===== src/rtl/pipe_pkg.sv =====
// Shared widths and control-bundle bit positions for the pipeline stage register.
// Imported by pipe_sat_cnt and pipe_stage_reg.
package pipe_pkg;

   localparam int DATA_W_DEF = 32;
   localparam int CTRL_W_DEF = 2;
   localparam int ADDR_W_DEF = 5;
   localparam int CNT_W_DEF  = 8;

   localparam int CTRL_REGWRITE = 0;
   localparam int CTRL_MEMTOREG = 1;

endpackage


===== src/rtl/pipe_sat_cnt.sv =====
// Saturating up-counter with synchronous reset and clear.
// Ports: clk_i, rst_i, inc (count enable), clr (clear), cnt_o (current count).
module pipe_sat_cnt
   import pipe_pkg::*;
#(
   parameter int CNT_W = CNT_W_DEF
) (
   input  logic             clk_i,
   input  logic             rst_i,
   input  logic             inc,
   input  logic             clr,
   output logic [CNT_W-1:0] cnt_o
);

   logic [CNT_W-1:0] cnt_d;
   logic [CNT_W-1:0] cnt_q;

   always_comb begin
      cnt_d = cnt_q;
      if (clr) begin
         cnt_d = '0;
      end else if (inc && (cnt_q != {CNT_W{1'b1}})) begin
         cnt_d = cnt_q + CNT_W'(1);
      end
   end

   always_ff @(posedge clk_i) begin
      if (rst_i) begin
         cnt_q <= '0;
      end else begin
         cnt_q <= cnt_d;
      end
   end

   assign cnt_o = cnt_q;

endmodule


===== src/rtl/pipe_stage_reg.sv =====
// Valid/ready pipeline register carrying ctrl, ALU result, memory data and rd.
// Ports: clk_i, rst_i (sync, high), flush_i; upstream valid_i/ready_o + ctrl_i/alu_i/mem_i/rd_i;
// downstream valid_o/ready_i + ctrl_o/alu_o/mem_o/rd_o; stall_cnt_o (saturating stall cycles).
// Define PIPE_STAGE_SKID_EN for a registered ready_o backed by one extra skid entry.
module pipe_stage_reg
   import pipe_pkg::*;
#(
   parameter int DATA_W = DATA_W_DEF,
   parameter int CTRL_W = CTRL_W_DEF,
   parameter int ADDR_W = ADDR_W_DEF,
   parameter int CNT_W  = CNT_W_DEF
) (
   input  logic              clk_i,
   input  logic              rst_i,
   input  logic              flush_i,
   input  logic              valid_i,
   output logic              ready_o,
   input  logic [CTRL_W-1:0] ctrl_i,
   input  logic [DATA_W-1:0] alu_i,
   input  logic [DATA_W-1:0] mem_i,
   input  logic [ADDR_W-1:0] rd_i,
   output logic              valid_o,
   input  logic              ready_i,
   output logic [CTRL_W-1:0] ctrl_o,
   output logic [DATA_W-1:0] alu_o,
   output logic [DATA_W-1:0] mem_o,
   output logic [ADDR_W-1:0] rd_o,
   output logic [CNT_W-1:0]  stall_cnt_o
);

   logic              valid_d, valid_q;
   logic [CTRL_W-1:0] ctrl_d, ctrl_q;
   logic [DATA_W-1:0] alu_d, alu_q;
   logic [DATA_W-1:0] mem_d, mem_q;
   logic [ADDR_W-1:0] rd_d, rd_q;

   logic in_xfer;
   logic out_xfer;

   assign out_xfer = valid_q & ready_i;

`ifdef PIPE_STAGE_SKID_EN

   logic              skid_valid_d, skid_valid_q;
   logic [CTRL_W-1:0] skid_ctrl_d, skid_ctrl_q;
   logic [DATA_W-1:0] skid_alu_d, skid_alu_q;
   logic [DATA_W-1:0] skid_mem_d, skid_mem_q;
   logic [ADDR_W-1:0] skid_rd_d, skid_rd_q;
   logic              ready_d, ready_q;

   assign ready_o = ready_q;
   assign in_xfer = valid_i & ready_q & ~flush_i;

   always_comb begin
      valid_d      = valid_q;
      ctrl_d       = ctrl_q;
      alu_d        = alu_q;
      mem_d        = mem_q;
      rd_d         = rd_q;
      skid_valid_d = skid_valid_q;
      skid_ctrl_d  = skid_ctrl_q;
      skid_alu_d   = skid_alu_q;
      skid_mem_d   = skid_mem_q;
      skid_rd_d    = skid_rd_q;
      if (flush_i) begin
         valid_d      = 1'b0;
         ctrl_d       = '0;
         skid_valid_d = 1'b0;
         skid_ctrl_d  = '0;
      end else if (out_xfer) begin
         // ready_o is low while the skid is full, so no input can
         // arrive in the same cycle the skid entry is promoted.
         if (skid_valid_q) begin
            valid_d      = 1'b1;
            ctrl_d       = skid_ctrl_q;
            alu_d        = skid_alu_q;
            mem_d        = skid_mem_q;
            rd_d         = skid_rd_q;
            skid_valid_d = 1'b0;
            skid_ctrl_d  = '0;
         end else if (in_xfer) begin
            valid_d = 1'b1;
            ctrl_d  = ctrl_i;
            alu_d   = alu_i;
            mem_d   = mem_i;
            rd_d    = rd_i;
         end else begin
            valid_d = 1'b0;
            ctrl_d  = '0;
         end
      end else if (in_xfer) begin
         if (valid_q) begin
            skid_valid_d = 1'b1;
            skid_ctrl_d  = ctrl_i;
            skid_alu_d   = alu_i;
            skid_mem_d   = mem_i;
            skid_rd_d    = rd_i;
         end else begin
            valid_d = 1'b1;
            ctrl_d  = ctrl_i;
            alu_d   = alu_i;
            mem_d   = mem_i;
            rd_d    = rd_i;
         end
      end
      ready_d = ~skid_valid_d;
   end

   always_ff @(posedge clk_i) begin
      if (rst_i) begin
         skid_valid_q <= 1'b0;
         skid_ctrl_q  <= '0;
         skid_alu_q   <= '0;
         skid_mem_q   <= '0;
         skid_rd_q    <= '0;
         ready_q      <= 1'b1;
      end else begin
         skid_valid_q <= skid_valid_d;
         skid_ctrl_q  <= skid_ctrl_d;
         skid_alu_q   <= skid_alu_d;
         skid_mem_q   <= skid_mem_d;
         skid_rd_q    <= skid_rd_d;
         ready_q      <= ready_d;
      end
   end

`else

   // Accept when empty or when the held entry leaves this cycle.
   assign ready_o = ready_i | ~valid_q;
   assign in_xfer = valid_i & ready_o & ~flush_i;

   always_comb begin
      valid_d = valid_q;
      ctrl_d  = ctrl_q;
      alu_d   = alu_q;
      mem_d   = mem_q;
      rd_d    = rd_q;
      if (flush_i) begin
         valid_d = 1'b0;
         ctrl_d  = '0;
      end else if (in_xfer) begin
         valid_d = 1'b1;
         ctrl_d  = ctrl_i;
         alu_d   = alu_i;
         mem_d   = mem_i;
         rd_d    = rd_i;
      end else if (out_xfer) begin
         valid_d = 1'b0;
         ctrl_d  = '0;
      end
   end

`endif

   always_ff @(posedge clk_i) begin
      if (rst_i) begin
         valid_q <= 1'b0;
         ctrl_q  <= '0;
         alu_q   <= '0;
         mem_q   <= '0;
         rd_q    <= '0;
      end else begin
         valid_q <= valid_d;
         ctrl_q  <= ctrl_d;
         alu_q   <= alu_d;
         mem_q   <= mem_d;
         rd_q    <= rd_d;
      end
   end

   pipe_sat_cnt #(
      .CNT_W (CNT_W)
   ) u_stall_cnt (
      .clk_i (clk_i),
      .rst_i (rst_i),
      .inc   (valid_q & ~ready_i),
      .clr   (flush_i),
      .cnt_o (stall_cnt_o)
   );

   assign valid_o = valid_q;
   assign ctrl_o  = ctrl_q;
   assign alu_o   = alu_q;
   assign mem_o   = mem_q;
   assign rd_o    = rd_q;

endmodule


===== config.mk =====
export PLATFORM = sky130hd
export DESIGN_NAME = pipe_stage_reg
export DESIGN_NICKNAME = d
export VERILOG_FILES = /design/src/rtl/pipe_pkg.sv /design/src/rtl/pipe_sat_cnt.sv /design/src/rtl/pipe_stage_reg.sv
export SDC_FILE = /design/constraint.sdc
export NUM_CORES = 1
export LEC_CHECK = 0
export ABC_AREA = 1
export CAP_MARGIN = 15
export CORE_AREA = 2 2 91 93
export DETAILED_ROUTE_END_ITERATION = 8
export DIE_AREA = 0 0 93 95
export PLACE_DENSITY = 0.77
export SETUP_SLACK_MARGIN = 0.5
export SLEW_MARGIN = 20
export SYNTH_ARGS = -nofsm -noshare
export SYNTH_HDL_FRONTEND = slang
export SYNTH_SLANG_ARGS = --single-unit
export TNS_END_PERCENT = 100

===== constraint.sdc =====
create_clock -name clk_i -period 1.69 [get_ports clk_i]
set_clock_uncertainty 0.15 [all_clocks]
set_input_delay 0.169 -clock clk_i [delete_from_list [all_inputs] [get_ports clk_i]]
set_output_delay 0.169 -clock clk_i [all_outputs]
set_load 0.02 [all_outputs]

## After elaboration in Yosys (flattened, before gate mapping)

Cells that the tools add are included.

| word-level totals | value |
|---|---|
| bits in registers | 80 |
| latch bits | 0 |
| memory bits (writable) | 0 |
| bits in read-only memories | 0 |
| bits of input ports | 76 |
| word-level logic and storage cells | 24 |
| memories kept | 0 |

| cells by class | value |
|---|---|
| add/subtract/negate cells | 1 |
| $mul | 0 |
| divide/modulo/power cells | 0 |
| $lt $le $gt $ge | 0 |
| equality and inequality tests | 1 |
| shifts and indexed selects | 0 |
| mux-type cells | 4 |
| bitwise gates (word level) | 8 |
| reductions and logical operators | 4 |

Operators with widths:

| kind | number |
|---|---|
| $add 8x1->8 const B | 1 |
| $ne 8x8->1 const B | 1 |
| $and 1x1->1 | 4 |
| $mux 2 | 2 |
| $not 1->1 | 3 |
| $mux 1 | 2 |
| $reduce_and 2->1 | 1 |
| $reduce_bool 2->1 | 1 |
| $reduce_or 2->1 | 1 |
| $logic_and 1x1->1 | 1 |
| $or 1x1->1 | 1 |

## Depth between registers and ports, before layout

Gate-level depths: netlist of the first run.

| logic depth | value |
|---|---|
| word-level depth | 5 |
| mapped depth | 8 |
| mapped depth without buffers | 8 |

## By module

From an unflattened synthesis of the first run, not the netlist that was laid out.

| unflattened totals | value |
|---|---|
| cells, all modules | 397 |
| area total of the unflattened synthesis | 3135.5 um^2 |

Modules (own cells, without submodules):

| module | instances | cells each | area each (um^2) |
|---|---|---|---|
| pipe_stage_reg | 1 | 324 | 2675.1 |
| pipe_sat_cnt | 1 | 73 | 460.4 |

## Worst setup path after synthesis of the first run

No wires, ideal clock.

| path | value |
|---|---|
| kind | reg2reg |
| start | reg u_stall_cnt.cnt_q[0] (netlist: u_stall_cnt.cnt_o[0]) |
| end | reg u_stall_cnt.cnt_q[1] (netlist: u_stall_cnt.cnt_o[1]) |
| arrival | 1.305 ns |
| slack | 0.123 ns |
| cell stages (with the launch flop) | 9 |
| buffers on the path | 0 |
| cells stage by stage | dfxtp_1 ha_1 nand2_1 nor2_1 nand2_1 nand2_1 nand2_1 nand2_1 nor2_1 |

| between the ends | value |
|---|---|
| longest elaborated chain between the ends | 2 |
| elaborated cells on any way between the ends | 3 |
| classes of those cells | 1 x add/sub; 1 x eq/ne; 1 x reduce/logical |

RTL lines:

| what | line | text |
|---|---|---|
| start, declared | pipe_sat_cnt.sv:16 | `logic [CNT_W-1:0] cnt_q;` |
| start signal, assigned | pipe_sat_cnt.sv:31 | `cnt_q <= cnt_d;` |
| parallel branches: the longest is 2 deep, another holds $add 8x1->8 | n/a |  |

Several ways; the timed one is not identified.
A chain may end at the register's enable or synchronous reset.

## Final worst setup path of the first run

| path | value |
|---|---|
| start | reg valid_q (netlist: valid_o) |
| end | reg u_stall_cnt.cnt_q[6] (netlist: u_stall_cnt.cnt_o[6]) |

| between the ends | value |
|---|---|
| longest elaborated chain between the ends | 2 |

RTL lines:

| what | line | text |
|---|---|---|
| start, declared | pipe_stage_reg.sv:31 | `logic valid_d, valid_q;` |
| start signal, assigned | pipe_stage_reg.sv:164 | `valid_q <= valid_d;` |
| $and 1x1->1 | pipe_stage_reg.sv:177 | `.inc (valid_q & ~ready_i),` |
| $logic_and 1x1->1 | pipe_sat_cnt.sv:22 | `end else if (inc && (cnt_q != {CNT_W{1'b1}})) begin` |

No other way between the ends.

==> results.toml, run 1 <==
[die]
std_cell_rows = 33
die_w_um = 93
ios = 157
die-area_sq_um = 8840
start_util = 0.387
coreArea_sq_um = 7930
die-height_um = 95

[layout]
syn2layout_area_growth_pct = 95.3
register_area_sq_um = 1680
final_cell_mix = "79 x buf_4, 72 x clkdlybuf4s50_1, 67 x nand3_1"
final_common_cell = "buf_4"
num_antenna_cells = 0
multi_input_area_sq_um = 1710
drive_above_1_share = 0.464
num-fill-cells = 570
fin_nets = 664

[route]
wl_per_cell_um = 18.2
ant_nets = 0
vias = 3655
viasPerCell = 5.25
firstDrtPassIters = 5
drt-initial-drc-count = 180
drc = 0
wirelength_um = 12700

[placed_design]
dpl.hpwl_um = 6450
pre_cts_slack_ps = -69.1
gp_congestion = 0.776
io_buffers = 156

[worst_setup_path]
regToRegEndpoint = "u_stall_cnt.cnt_o[6]$_SDFFE_PP0P_"
end_kind = "flip-flop"
cp.required_ps = 1780
rr_startpoint = "valid_o$_SDFFE_PP0P_"
cp-start-kind = "flip-flop"
r2r_slack_ps = 260
rr_worst_depth = 8
crit_type = "reg -> reg"
worstSetupStartpoint = "valid_o$_SDFFE_PP0P_"
crit_arrival_ps = 1530
cp_max_fo = 5
crit_path_end = "u_stall_cnt.cnt_o[6]$_SDFFE_PP0P_"

[power]
p_leak_nw = 2.49
p_per_area_nw_per_um2 = 758
ir_worst_vdd_v = 0.000500

[status]
status = "complete, no violations"

[grt]
top_usage_layer = "met2"
grt_max_degree = 37
grt_pass1_wl_um = 16800
overflow = 0
grt_use_met1 = 0.321
grt_use_met3 = 0.0471
grtUsageMet2 = 0.416
grt_usage = 0.244
antenna_found_initial = 0
grt_pass1_vias = 3274

[synth]
syn-cell-area_sq_um = 3070
synth_cell_types = 18
ys_seq_elements = 80
yosysSeqAreaShare = 0.522
synthCells = 393
avgSynthCellArea_sq_um = 7.81
syn_nets = 470
yosysWarnings = 0

[flow_run]
cap_viol_max_count = 0

[clocking]
clock_latency_ps = 340
cts_tree = "yes"
cts_root_buffer = "clkbuf_8"
htree_levels = 3
cts_buffer_depth = 2
clkSinkCount = 80
cts_buffers = 9
clkTransAtPathRegs_ps = 80

[timing]
finalCritPeriodShare = 0.848
setup_viol = 0
fin_ws_ps = 257
finalCriticalPeriod_ps = 1430
worst_slew_pin_slew_ps = 442
hold_ws_ps = 83.9
grt_setup_unrepaired = "yes"
slew_headroom = 0.705
clock.fmax_mhz = 698
finalHoldViolCount = 0
report.final.slew_viol_count = 0

[worst_hold_path]
hold_class = "in -> reg"
-- routing by layer --
layer  vias up  part of all wire
li1       1718                 -
met1      1766              0.42
met2       153              0.50
met3        18             0.061
met4         0             0.015
met5         -                 0
-- cells in the mapped netlist, drive strengths merged --
master	n	area (sq um)
ha	1	12.5
nor3	2	10.0
nand4	2	12.5
nand3	75	375
inv	11	41.3
nor2	18	77.6
buf	24	149
dfxtp	80	1600
clkbuf	6	22.5
o211ai	2	15.0
a21oi	79	395
o21ai	3	15.0
nand2	90	343
-- stage by stage --
step	instances	power (W)	instance area [sq um]	util	TNS [ps]
final	696	0.00455	6000	0.756	0
after global routing	696	0.00471	6000	0.756	0
after CTS	671	0.00433	5130	0.648	0
after detailed placement	636	0.00274	4790	0.605	-70.2
after global placement	636	0.00273	4790	0.605	-14.0
after floorplan	393	0.00234	3120	-	0
-- where the power goes --
group	leakage, nW	total (W)	internal, W	switching, W
Sequential	0.674	0.00201	0.00196	0.0000540
Combinational	1.70	0.000932	0.000491	0.000442
Clock	0.112	0.00160	0.000905	0.000700
Total	2.49	0.00455	0.00335	0.00120
-- flip-flops by register name, indices dropped and copies added (netlist names) --
register	flops
alu_o	32
ctrl_o	2
mem_o	32
rd_o	5
u_stall_cnt.cnt_o	8
valid_o	1
-- worst min-delay path by stage --
stage | start | endpoint | slack [ps] | cells past startpoint
after floorplan | alu_i[11] | alu_o[11]$_SDFFE_PP0P_ | 180 | 2
after global placement | mem_o[3]$_SDFFE_PP0P_ | mem_o[3]$_SDFFE_PP0P_ | 300 | 2
after detailed placement | alu_o[26]$_SDFFE_PP0P_ | alu_o[26]$_SDFFE_PP0P_ | 300 | 2
after CTS | rst_i | u_stall_cnt.cnt_o[3]$_SDFFE_PP0P_ | 40 | 4
after global routing | rst_i | u_stall_cnt.cnt_o[3]$_SDFFE_PP0P_ | 80 | 4
final | rst_i | u_stall_cnt.cnt_o[3]$_SDFFE_PP0P_ | 80 | 4
-- repair_timing --
item	4_1_cts	5_1_grt
gates resized for setup	389	179
pin swaps	20	34
endpoints found under the hold margin	5	0
cloned	7	9
setup buffers	12	16
hold buffers	1	0
setup endpoints to repair	160	145
-- critical path, stage by stage (launching register included) --
cell and delay (ps):
dfxtp_4 360, nand2_4 60, buf_12 140, buf_12 130
buf_4 140, nor2_4 80, nand4_1 120, nand2_1 110
nor2_1 50
-- cells by family after synthesis --
group | synth area share
AND/OR/NAND/NOR | 0.267
AO/OA/AOI/OAI | 0.139
flip-flops | 0.522
buffers and inverters | 0.0693
adder cells (fa/ha/maj) | 0.00407
-- cell type report --
cell class	count	area share
repair buffers	212	0.370
multi-input cells	273	0.285
flip-flops and latches	80	0.279
clock buffers	12	0.0259
well taps	105	0.0219
clock inverters	3	0.0108
inverters	11	0.00751
(Power assumes the default switching activity.)
==> inputs of run 2 (changes only) <==
Settings changed: CORE_AREA 2 2 91 93 to 2 2 96 98, DIE_AREA 0 0 93 95 to 0 0 98 100, PLACE_DENSITY 0.77 to 0.73.
Clock period 1.69 ns to 1.3 ns, I/O delays scaled along.
==> run 2 against run 1 <==
The flow now finishes with violations (hold timing, setup timing); clock-buffer cell count fell by 2; cell count rose by 1.3%; wire length fell by 12%; die area rose by 11%; sequential power rose by 31%; register-to-register slack got worse by 330 ps; clock power rose by 18%; cell area rose by 0.19%; utilization fell by 8.1 points; setup slack got worse by 330 ps; total power rose by 24%; critical path type is now in -> reg; largest power group unchanged.
==> results.toml, run 2 (same netlist as run 1, synthesis figures left out) <==
[die]
die-area_sq_um = 9800
std_cell_rows = 35
die-height_um = 100
coreArea_sq_um = 8890
start_util = 0.345
ios = 157
die_w_um = 98

[worst_setup_path]
critPathMaxStageDelay_ps = 400
end_kind = "flip-flop"
crit_family = "buffers and inverters"
worstSetupStartpoint = "valid_i"
cp_max_fo = 19
crit_type = "in -> reg"
cp.required_ps = 1400
critPathSlowestCell = "clkdlybuf4s50_1"
timing.critical_path.buf_inv = 4
rr_startpoint = "valid_o$_SDFFE_PP0P_"
cp-start-kind = "input pin"
cp_cell_sequence = "clkdlybuf4s50_1 -> inv_1 -> nor2_4 -> buf_12 -> nand2_4 -> buf_12 -> nand2_1 -> a21oi_1"
crit_path_frequent_cell = "buf_12"
crit_arrival_ps = 1480

[timing]
finalHoldViolCount = 1
clock.fmax_mhz = 726
grt_setup_unrepaired = "yes"
slew_headroom = 0.790
hold_ws_ps = -8.15
report.final.slew_viol_count = 0
fin_ws_ps = -77.9
worst_slew_pin_slew_ps = 315
finalCritPeriodShare = 1.06
setup_viol = 22
finalCriticalPeriod_ps = 1380

[layout]
num_antenna_cells = 0
fin_cells = 705
final_common_cell = "buf_6"
design_area_sq_um = 6010
num-fill-cells = 702
syn2layout_area_growth_pct = 95.7
drive_above_1_share = 0.485
final_cell_mix = "88 x buf_6, 83 x nand2_1, 73 x dfxtp_2, 73 x clkdlybuf4s50_1, 69 x a21oi_1"
fin_nets = 666

[power]
ir_worst_vdd_v = 0.000539
p_total_w = 0.00564
p_leak_nw = 2.41
p_per_area_nw_per_um2 = 939

[clocking]
cts_buffers = 9
clkTransAtPathRegs_ps = 90
clock_latency_ps = 350
cts_tree = "yes"
clkSinkCount = 80
cts_root_buffer = "clkbuf_8"
cts_buffer_depth = 2
htree_levels = 3

[worst_hold_path]
hp-start = "rst_i"
hold_class = "in -> reg"

[route]
wl_per_cell_um = 15.8
drt-initial-drc-count = 100
vias = 3534
drc = 0
firstDrtPassIters = 4
wirelength_um = 11200
viasPerCell = 5.01
ant_nets = 0

[grt]
grt_usage = 0.203
grt_pass1_wl_um = 16300
overflow = 0
grt_pass1_vias = 3346
grt_max_degree = 38
antenna_found_initial = 0

[placed_design]
place_inst = 649
io_buffers = 156
dpl.hpwl_um = 6390
dpl_cell_area_sq_um = 4940
gp_congestion = 0.837

[status]
status = "finished, violations left"
violations = "hold timing, setup timing"

[flow_run]
cap_viol_max_count = 0
[run 2: layer usage]
metal / GRT usage / part of all wire
met5: 0 / 0
met4: 0.0598 / 0.014
met3: 0.0585 / 0.070
met2: 0.347 / 0.51
met1: 0.250 / 0.41
[run 2: through the flow]
stage | setup WS (ps) | util | hold slack [ps] | setup TNS (ps)
after CTS | -36.8 | 0.631 | -13.1 | -443
after detailed placement | -308 | 0.556 | 301 | -19580
after global routing | -92.8 | 0.676 | -4.26 | -2060
after global placement | -266 | 0.556 | 297 | -17780
final | -77.9 | 0.676 | -8.15 | -301
after floorplan | 8.67 | - | 127 | 0
[run 2: final cells by class]
cell class	instances	area (sq um)	share of cell area
timing repair buffer	215	2390	0.397
clock buffer	10	138	0.0229
sequential	80	1720	0.286
inverter	11	43.8	0.00729
multi-input combinational	272	1520	0.252
clock inverter	6	66.3	0.0110
tap	111	139	0.0231
[run 2: final timing paths]
| kind | endpoint | slack [ps] | depth (start not counted) |
|---|---|---|---|
| setup / recovery | mem_o[18]$_SDFFE_PP0P_ | -80 | 8 |
| hold / removal | u_stall_cnt.cnt_o[5]$_SDFFE_PP0P_ | -8 | 4 |
| setup reg to reg | mem_o[18]$_SDFFE_PP0P_ | -70 | 5 |
| hold reg to reg | alu_o[29]$_SDFFE_PP0P_ | 320 | 2 |
[run 2: timing repair]
| item | 4_1_cts | 5_1_grt |
|---|---|---|
| resized for setup | 576 | 30 |
| pin swaps | 7 | 7 |
| cloned | 3 | 4 |
| buffers inserted | 13 | 20 |
| setup endpoints to repair | 161 | 161 |
| endpoints found under the hold margin | 1 | 1 |
[run 2: worst min-delay path, stage by stage]
cell     delay [ps]
buf_2           150
nor2_2           70
o21ai_0          60
a21oi_1          40
[run 2: power by group]
group	internal [W]	switching (W)	total (W)
logic	0.000617	0.000494	0.00111
clock network	0.000949	0.000942	0.00189
registers	0.00256	0.0000780	0.00264
